==> config.mk <==
export PLATFORM = sky130hd
export DESIGN_NAME = clap_pattern_detector
export DESIGN_NICKNAME = d
export VERILOG_FILES = /design/src/rtl/clap_pattern_detector.sv
export SDC_FILE = /design/constraint.sdc
export NUM_CORES = 1
export LEC_CHECK = 0
export ABC_AREA = 1
export BUFFER_PORTS_ARGS = -buffer_cell sky130_fd_sc_hd__buf_4
export CAP_MARGIN = 20
export CORE_MARGIN = 2
export CORE_UTILIZATION = 50
export CTS_CLUSTER_SIZE = 25
export DETAILED_ROUTE_END_ITERATION = 12
export PLACE_DENSITY = 0.66
export SETUP_SLACK_MARGIN = 0.4
export SLEW_MARGIN = 20
export SYNTH_ARGS = -nofsm -noshare
export SYNTH_HDL_FRONTEND = slang
export SYNTH_SLANG_ARGS = --single-unit
==> constraint.sdc <==
create_clock -name clk_i -period 9.75 [get_ports clk_i]
set_input_delay 1.95 -clock clk_i [delete_from_list [all_inputs] [get_ports clk_i]]
set_output_delay 1.95 -clock clk_i [all_outputs]
set_load 0.02 [all_outputs]
==> src/rtl/clap_pattern_detector.sv <==
// PDM microphone clap detector: mic clock generation, sliding ones-density window,
// hysteretic clap level with refractory period, and multi-clap pattern recognition.
module clap_pattern_detector #(
  parameter int WIN_BITS    = 7,
  parameter int CLK_DIV     = 32,
  parameter int AMP_THR     = 12,
  parameter int AMP_HYST    = 4,
  parameter int REFRACT     = 300_000,
  parameter int PAT_GAP_MAX = 1_500_000,
  parameter int PAT_LEN     = 2
) (
  input  logic                clk_i,
  input  logic                rst_i,
  input  logic                en_i,
  input  logic                M_DATA,
  output logic                M_LRSEL,
  output logic                M_CLK,
  output logic [WIN_BITS:0]   amplitude_o,
  output logic                clap_level_o,
  output logic                clap_pulse_o,
  output logic                pattern_pulse_o,
  output logic [3:0]          clap_count_o
);

  localparam int N        = 1 << WIN_BITS;
  localparam int HALF_DIV = CLK_DIV / 2;
  localparam int DIV_W    = (HALF_DIV > 1) ? $clog2(HALF_DIV) : 1;
  localparam int REF_W    = $clog2(REFRACT + 1);
  localparam int GAP_W    = $clog2(PAT_GAP_MAX + 1);

  localparam logic [DIV_W-1:0]    DIV_LAST   = DIV_W'(HALF_DIV - 1);
  localparam logic [WIN_BITS:0]   AMP_MID    = (WIN_BITS+1)'(N / 2);
  localparam logic [WIN_BITS-1:0] PTR_LAST   = WIN_BITS'(N - 1);
  localparam logic [WIN_BITS-1:0] SET_THR    = WIN_BITS'(AMP_THR);
  localparam logic [WIN_BITS-1:0] CLR_THR    = WIN_BITS'(AMP_THR - AMP_HYST);
  localparam logic [REF_W-1:0]    REF_LOAD   = REF_W'(REFRACT);
  localparam logic [GAP_W-1:0]    GAP_LIMIT  = GAP_W'(PAT_GAP_MAX);
  localparam logic [3:0]          PAT_TARGET = 4'(PAT_LEN);

  typedef enum logic {IDLE, COUNT} state_t;

  logic [DIV_W-1:0]    div_cnt;
  logic                div_wrap;
  logic                s_tick;
  logic                data_s1, data_s;
  logic [N-1:0]        window;
  logic [WIN_BITS-1:0] ptr;
  logic [WIN_BITS:0]   amp;
  logic                warm;
  logic [WIN_BITS-1:0] off, off_nxt;
  logic                off_warm;
  logic                level, level_nxt;
  logic                accept;
  logic [REF_W-1:0]    refract_cnt;
  state_t              state, state_nxt;
  logic [3:0]          count, count_nxt;
  logic [GAP_W-1:0]    gap, gap_nxt;
  logic                pattern_nxt;

  assign M_LRSEL      = 1'b0;
  assign amplitude_o  = amp;
  assign clap_level_o = level;
  assign clap_count_o = count;

  // The sample strobe is the cycle in which M_CLK is about to fall.
  assign div_wrap = (div_cnt == DIV_LAST);
  assign s_tick   = div_wrap & M_CLK;

  // NOTE: sequential state uses non-blocking assignments so every register samples pre-edge values.
  always_ff @(posedge clk_i or negedge rst_i) begin
    if (!rst_i) begin
      div_cnt <= '0;
      M_CLK   <= 1'b0;
      data_s1 <= 1'b0;
      data_s  <= 1'b0;
    end else begin
      data_s1 <= M_DATA;
      data_s  <= data_s1;
      if (div_wrap) begin
        div_cnt <= '0;
        M_CLK   <= ~M_CLK;
      end else begin
        div_cnt <= div_cnt + DIV_W'(1);
      end
    end
  end

  // NOTE: the window is a flop array, not RAM, so it is cleared by reset; amp stays its exact popcount.
  always_ff @(posedge clk_i or negedge rst_i) begin
    if (!rst_i) begin
      window <= '0;
      ptr    <= '0;
      amp    <= '0;
      warm   <= 1'b0;
    end else if (s_tick) begin
      amp         <= amp + (WIN_BITS+1)'(data_s) - (WIN_BITS+1)'(window[ptr]);
      window[ptr] <= data_s;
      ptr         <= ptr + WIN_BITS'(1);
      if (ptr == PTR_LAST) warm <= 1'b1;
    end
  end

  // NOTE: every always_comb output gets a default first so no path can infer a latch.
  always_comb begin
    off_nxt = '0;
    if (amp >= AMP_MID) off_nxt = WIN_BITS'(amp - AMP_MID);
    else                off_nxt = WIN_BITS'(AMP_MID - amp);
  end

  // off_warm travels with off so the first post-warm-up decision sees a valid offset.
  always_comb begin
    level_nxt = level;
    if (!off_warm)          level_nxt = 1'b0;
    else if (off > SET_THR) level_nxt = 1'b1;
    else if (off < CLR_THR) level_nxt = 1'b0;
  end

  assign accept = level_nxt & ~level & en_i & off_warm & (refract_cnt == '0);

  always_ff @(posedge clk_i or negedge rst_i) begin
    if (!rst_i) begin
      off             <= '0;
      off_warm        <= 1'b0;
      level           <= 1'b0;
      clap_pulse_o    <= 1'b0;
      pattern_pulse_o <= 1'b0;
      refract_cnt     <= '0;
    end else begin
      off             <= off_nxt;
      off_warm        <= warm;
      level           <= level_nxt;
      clap_pulse_o    <= accept;
      pattern_pulse_o <= pattern_nxt;
      if (!en_i)                            refract_cnt <= '0;
      else if (accept)                      refract_cnt <= REF_LOAD;
      else if (s_tick && refract_cnt != '0) refract_cnt <= refract_cnt - REF_W'(1);
    end
  end

  // Pattern FSM: a clap always beats a simultaneous gap timeout.
  always_comb begin
    state_nxt   = state;
    count_nxt   = count;
    gap_nxt     = gap;
    pattern_nxt = 1'b0;
    if (!en_i || !off_warm) begin
      state_nxt = IDLE;
      count_nxt = '0;
      gap_nxt   = '0;
    end else if (accept) begin
      gap_nxt = '0;
      if (count + 4'd1 == PAT_TARGET) begin
        pattern_nxt = 1'b1;
        count_nxt   = '0;
        state_nxt   = IDLE;
      end else begin
        count_nxt = count + 4'd1;
        state_nxt = COUNT;
      end
    end else if (state == COUNT) begin
      if (gap >= GAP_LIMIT) begin
        state_nxt = IDLE;
        count_nxt = '0;
        gap_nxt   = '0;
      end else if (s_tick) begin
        gap_nxt = gap + GAP_W'(1);
      end
    end
  end

  always_ff @(posedge clk_i or negedge rst_i) begin
    if (!rst_i) begin
      state <= IDLE;
      count <= '0;
      gap   <= '0;
    end else begin
      state <= state_nxt;
      count <= count_nxt;
      gap   <= gap_nxt;
    end
  end

endmodule

# Word level (Yosys, flattened, before mapping)
# Cells that the tools add are included.
[totals]
reg_bits = 207
word_cells = 87
[op_classes]
add_sub_neg = 9
muxes = 31
reduce_logical = 13
order_cmp = 6
eq_ne = 4
bitwise_logic = 7
[op_table]
columns = ["op", "count"]
rows = [
  ["bitwise mux 128 bit", 1],
  ["2-to-1 mux 21 bit", 5],
  ["2-to-1 mux 19 bit", 3],
  ["2-to-1 mux 4 bit", 6],
  ["adder 21 x 1 -> 21 bit, second input constant", 1],
  [">= comparator 21 bit, second input constant", 1],
  ["zero test 19 bit", 1],
  ["nonzero test 19 bit", 1],
  ["subtractor 19 x 1 -> 19 bit, second input constant", 1],
  ["2-to-1 mux 1 bit", 13],
  ["adder 4 x 1 -> 4 bit, second input constant", 2],
  ["adder 8 x 1 -> 8 bit", 1],
  [">= comparator 8 x 7 -> 1 bit, second input constant", 1],
  ["less-than comparator 7 x 8 -> 1 bit, second input constant", 1],
  ["subtractor 8 x 1 -> 8 bit", 1],
  ["adder 7 x 1 -> 7 bit, second input constant", 1],
  ["binary-select mux 1 bit (select 7 bit)", 1],
  ["demux 1 bit (select 7 bit)", 1],
  ["== test 7 bit, second input constant", 1],
  [">= comparator 7 x 1 -> 1 bit, second input constant", 1],
  ["greater-than comparator 7 x 4 -> 1 bit, second input constant", 1],
  ["less-than comparator 7 x 4 -> 1 bit, second input constant", 1],
  ["2-to-1 mux 7 bit", 1],
  ["subtractor 7 bit, first input constant", 1],
  ["12 further kinds", 22],
]

# Depth between registers and ports, before layout
[logic_depth]
ltp_word = 10
depth_mapped = 28
depth_no_buf = 26

# Worst setup path before layout
# Ideal clock, no wire load.
[synth_timing]
path_kind = "reg-to-reg"
start = "register ptr[1]"
end = "register amp[6] (netlist: amplitude_o[6])"
path_stages_with_launch = 27
setup_ps = 83
path_slack_ps = 6699
t_required_ps = 9667
arrival_time_ps = 2968
cell_sequence = "dfrtp_1 > buf_2 > inv_2 > clkbuf_1 > nand2_1 > nand2_1 > nand2_1 > nand2_1 > nand2_1 > nand4_1 > nand2_1 > nand2_1 > inv_1 > nand2_1 > ha_1 > inv_1 > ha_1 > inv_1 > fa_1 > inv_1 > nand3_1 > nand2_1 > nand2_1 > nand2_1 > a21oi_1 > xor2_1 > o21ai_0"
[synth_between]
elab_chain_cells = 3
[synth_rtl]
columns = ["item", "line", "text"]
rows = [
  ["start, declared", "47", "logic [WIN_BITS-1:0] ptr;"],
  ["start signal, assigned", "98", "ptr <= ptr + WIN_BITS'(1);"],
  ["binary-select mux 1 bit (select 7 bit)", "96", "amp <= amp + (WIN_BITS+1)'(data_s) - (WIN_BITS+1)'(window[ptr]);"],
  ["2-to-1 mux 1 bit (not written as such)", "96", ""],
  ["subtractor 8 x 1 -> 8 bit", "96", ""],
  ["end signal, assigned", "96", ""],
  ["end, declared", "48", "logic [WIN_BITS:0] amp;"],
]
# No other way between the ends. The select of a mux whose other input is x is not followed.
# A chain may end at the register's enable or synchronous reset.

# Final worst setup path
[layout_timing]
start = "register ptr[0]"
end = "register amp[6] (netlist: amplitude_o[6])"
# Same word-level chain as after synthesis.

==> impl_results.md <==
- DRC: 0
- Area added between synthesis and finish: 9.29%
- Core footprint: 22,800 µm²
- Die Area: 24,500 µm²
- Final hold slack: 0.357 ns
- GPL Wtd Cong: 0.897
- Initial Utilization: 0.512
- Maximum number of pins on one net before global-route repair: 88
- Num CTS Buffers: 24
- Post-Route WL: 27,600 µm
- Max_cap viols: 0
- Cts repair resizes: 0
- Die Wd: 157 µm
- Pre-CTS WS: 5.54 ns
- Initial antenna violation count: 0
- ANT nets after route: 0
- Syn Nets: 1,567
- Critical Path Start Type: register
- Worst setup margin: 5.50 ns
- Final Hold Viols: 0
- Synth Warn #: 0
- Reg-to-Reg Start: ptr[0]
- Die Height: 157 µm
- RSZ-0062 raised after global routing: no
- Clk root buf: clkbuf_16
- Hold-fix buffers, CTS: 0
- Post-Synthesis Cells: 1,541
- DR vias/cell: 5.23
- First-pass GRT wire length: 46,200 µm
- Setup crit end: amplitude_o[6]
- # H-tree levels: 1
- Grt total ovfl: 0
- PortBufs: 19
- Max clock buf depth: 3
- DR WL/cell: 14.8 µm
- Final setup viols: 0
- R2r setup slk: 5.50 ns
- FF-to-FF path depth: 25
- Setup CP Type: reg2reg
- Max rail drop VDD: 0.141 mV
- Avg Cell Area, Syn: 7.56 µm²
- Most frequent cells in the layout: 550 x nand2_1, 206 x dfrtp_1, 166 x nor2_1
- R2R Path End: amplitude_o[6]
- Boundary Pins: 21
- Post-CTS Setup Inserts: 0
- GRT Resource Usage Total: 0.232
- Max Clock Skew: 0.0295 ns
- CP Capture Type: register
- Min Tclk post-route: 4.25 ns
- NumNets Final: 1,558
- Diode count: 0
- Routed via count: 9,729
- Number of global-route vias before repair: 9,202
- Core Util, Final: 0.559
- Layout cells sized above 1: 0.0756
- EDFF count, synth: 0
- Asr flop ratio synth: 1.00
- Sinks on Clock Net: 207
- Largest fanout on the critical path: 75
- CTS tree: done
- Data arrival, critical path: 4.68 ns
- Later-pin clock latency in the skew report: 0.54 ns
- Sequential fraction of the synthesis area: 0.445
- Relative slew slack: 0.357
- Worst-path clk slew: 0.06 ns
- Pwr Total: 1850 µW
- TNS Setup: 0 ns
- Synth Cell Area: 11,700 µm²
- Final period util: 0.436
- Worst Hold Class: reg2reg
- Worst Tran Pin Value: 0.964 ns
- Row cnt: 55
- Synth Register Bits: 207
- DR iter-0 viols: 795
- Outcome: finished clean
- Slew Limit Fails: 0
- Netlist cell types: 44
- Top FF cell, synth: dfrtp_1
- Crit path from: ptr[0]
- Placed wire-length estimate: 17,000 µm
- Required @ worst endpoint: 10.17 ns
- Drt first pass iters: 7
- Max Clk Rate: 235 MHz
- PwrDens: 145 nW/µm²
- Leak: 0.00583 µW
- Commonest non-fill, non-tap cell in the layout: nand2_1
==> routing by layer <==
layer | GRT usage | vias up | share of wire
met5 | 0 | - | 0
met4 | 0.0660 | 0 | 0.023
met3 | 0.0277 | 50 | 0.041
li1 | - | 4881 | -
met1 | 0.317 | 4604 | 0.46
met2 | 0.390 | 194 | 0.48
==> synthesized netlist by cell type, types with 2 or more instances <==
cell type	instances	share of area
nand2_1	550	0.18
clkbuf_1	22	0.0071
inv_1	124	0.040
nand2_2	6	0.0032
inv_2	6	0.0019
mux2i_1	27	0.023
xor2_1	33	0.025
o21ai_2	14	0.011
nand4_1	17	0.0091
nor2_4	2	0.0019
o22ai_1	3	0.0016
nand4_4	2	0.0037
a21oi_1	20	0.0086
nor3_2	2	0.0017
dfrtp_1	207	0.44
nor3b_1	2	0.0013
ha_1	21	0.023
a31oi_1	5	0.0027
o21a_1	61	0.039
o21ai_1	4	0.0017
o21ai_0	93	0.040
nor3_4	2	0.0028
xnor2_1	3	0.0023
buf_6	8	0.0077
nand4_2	2	0.0021
or2_2	2	0.0011
nor2_1	166	0.053
nand3_1	69	0.030
nor2_2	9	0.0048
buf_1	3	0.00097
buf_2	24	0.010
buf_4	4	0.0026
nor3_1	17	0.0073
==> worst min path at each step <==
| stage | end | slack [ns] | start | depth (start not counted) |
|---|---|---|---|---|
| after global routing | data_s | 0.37 | data_s1 | 0 |
| final | data_s | 0.36 | data_s1 | 0 |
| after floorplan | data_s | 0.33 | data_s1 | 0 |
| after global placement | data_s | 0.33 | data_s1 | 0 |
| after detailed placement | data_s | 0.35 | data_s1 | 0 |
| after CTS | data_s | 0.36 | data_s1 | 0 |
==> sequential cells by signal (all words and copies together), names as in the netlist, 4 cells and up <==
| name | count |
|---|---|
| div_cnt | 4 |
| refract_cnt | 19 |
| window | 128 |
| ptr | 7 |
| off | 7 |
| amplitude_o | 8 |
| gap | 21 |
| clap_count_o | 4 |
==> kinds of logic after synthesis <==
family / after synthesis / synth area share
AO/OA/AOI/OAI: 205 / 0.108
AND/OR/NAND/NOR: 851 / 0.302
buffers and inverters: 192 / 0.0709
flip-flops: 207 / 0.445
adder cells (fa/ha/maj): 22 / 0.0243
other: 1 / 0.000322
multiplexers: 27 / 0.0232
XOR/XNOR: 36 / 0.0271
==> per-stage QoR <==
| step | cell area, µm² | cells |
|---|---|---|
| 2_1_floorplan | 11700 | 1541 |
| 3_3_place_gp | 11900 | 1819 |
| 3_5_place_dp | 11900 | 1819 |
| 4_1_cts | 12700 | 1861 |
| 5_1_grt | 12700 | 1861 |
| 6_report | 12700 | 1861 |
==> power by group <==
part | internal, µW | leakage (µW) | switching (µW) | total [µW]
Clock | 563 | 0.000394 | 368 | 931
Combinational | 11.8 | 0.00258 | 43.7 | 55.5
Sequential | 863 | 0.00285 | 2.51 | 865
Total | 1440 | 0.00583 | 414 | 1850
==> worst max-delay path, stage by stage, from the launching register on <==
cell     delay [ns]
dfrtp_2        0.66
buf_4          0.69
o21ai_0        0.21
nand2_1        0.09
nand2_1        0.06
nand2_1        0.06
nand2_1        0.06
nand2_1        0.09
nand2_1        0.08
nor2_1         0.13
nor2_1         0.05
nor2_1         0.13
nand2_1        0.11
ha_1           0.28
inv_1          0.05
ha_1           0.15
inv_1          0.05
fa_1           0.38
inv_1          0.08
nand3_1        0.08
nand2_1        0.09
nand2_1        0.07
nand2_1        0.07
a21oi_1        0.07
xor2_1         0.13
o21ai_0        0.17
==> cell type report <==
class	count	area, µm²
repair buffers	26	203
clock buffers	31	667
fillers	2153	10000
well taps	313	392
multi-input cells	1142	5650
clock inverters	11	153
inverters	131	493
flip-flops and latches	207	5180
Power figures use the tool's default switching activity.
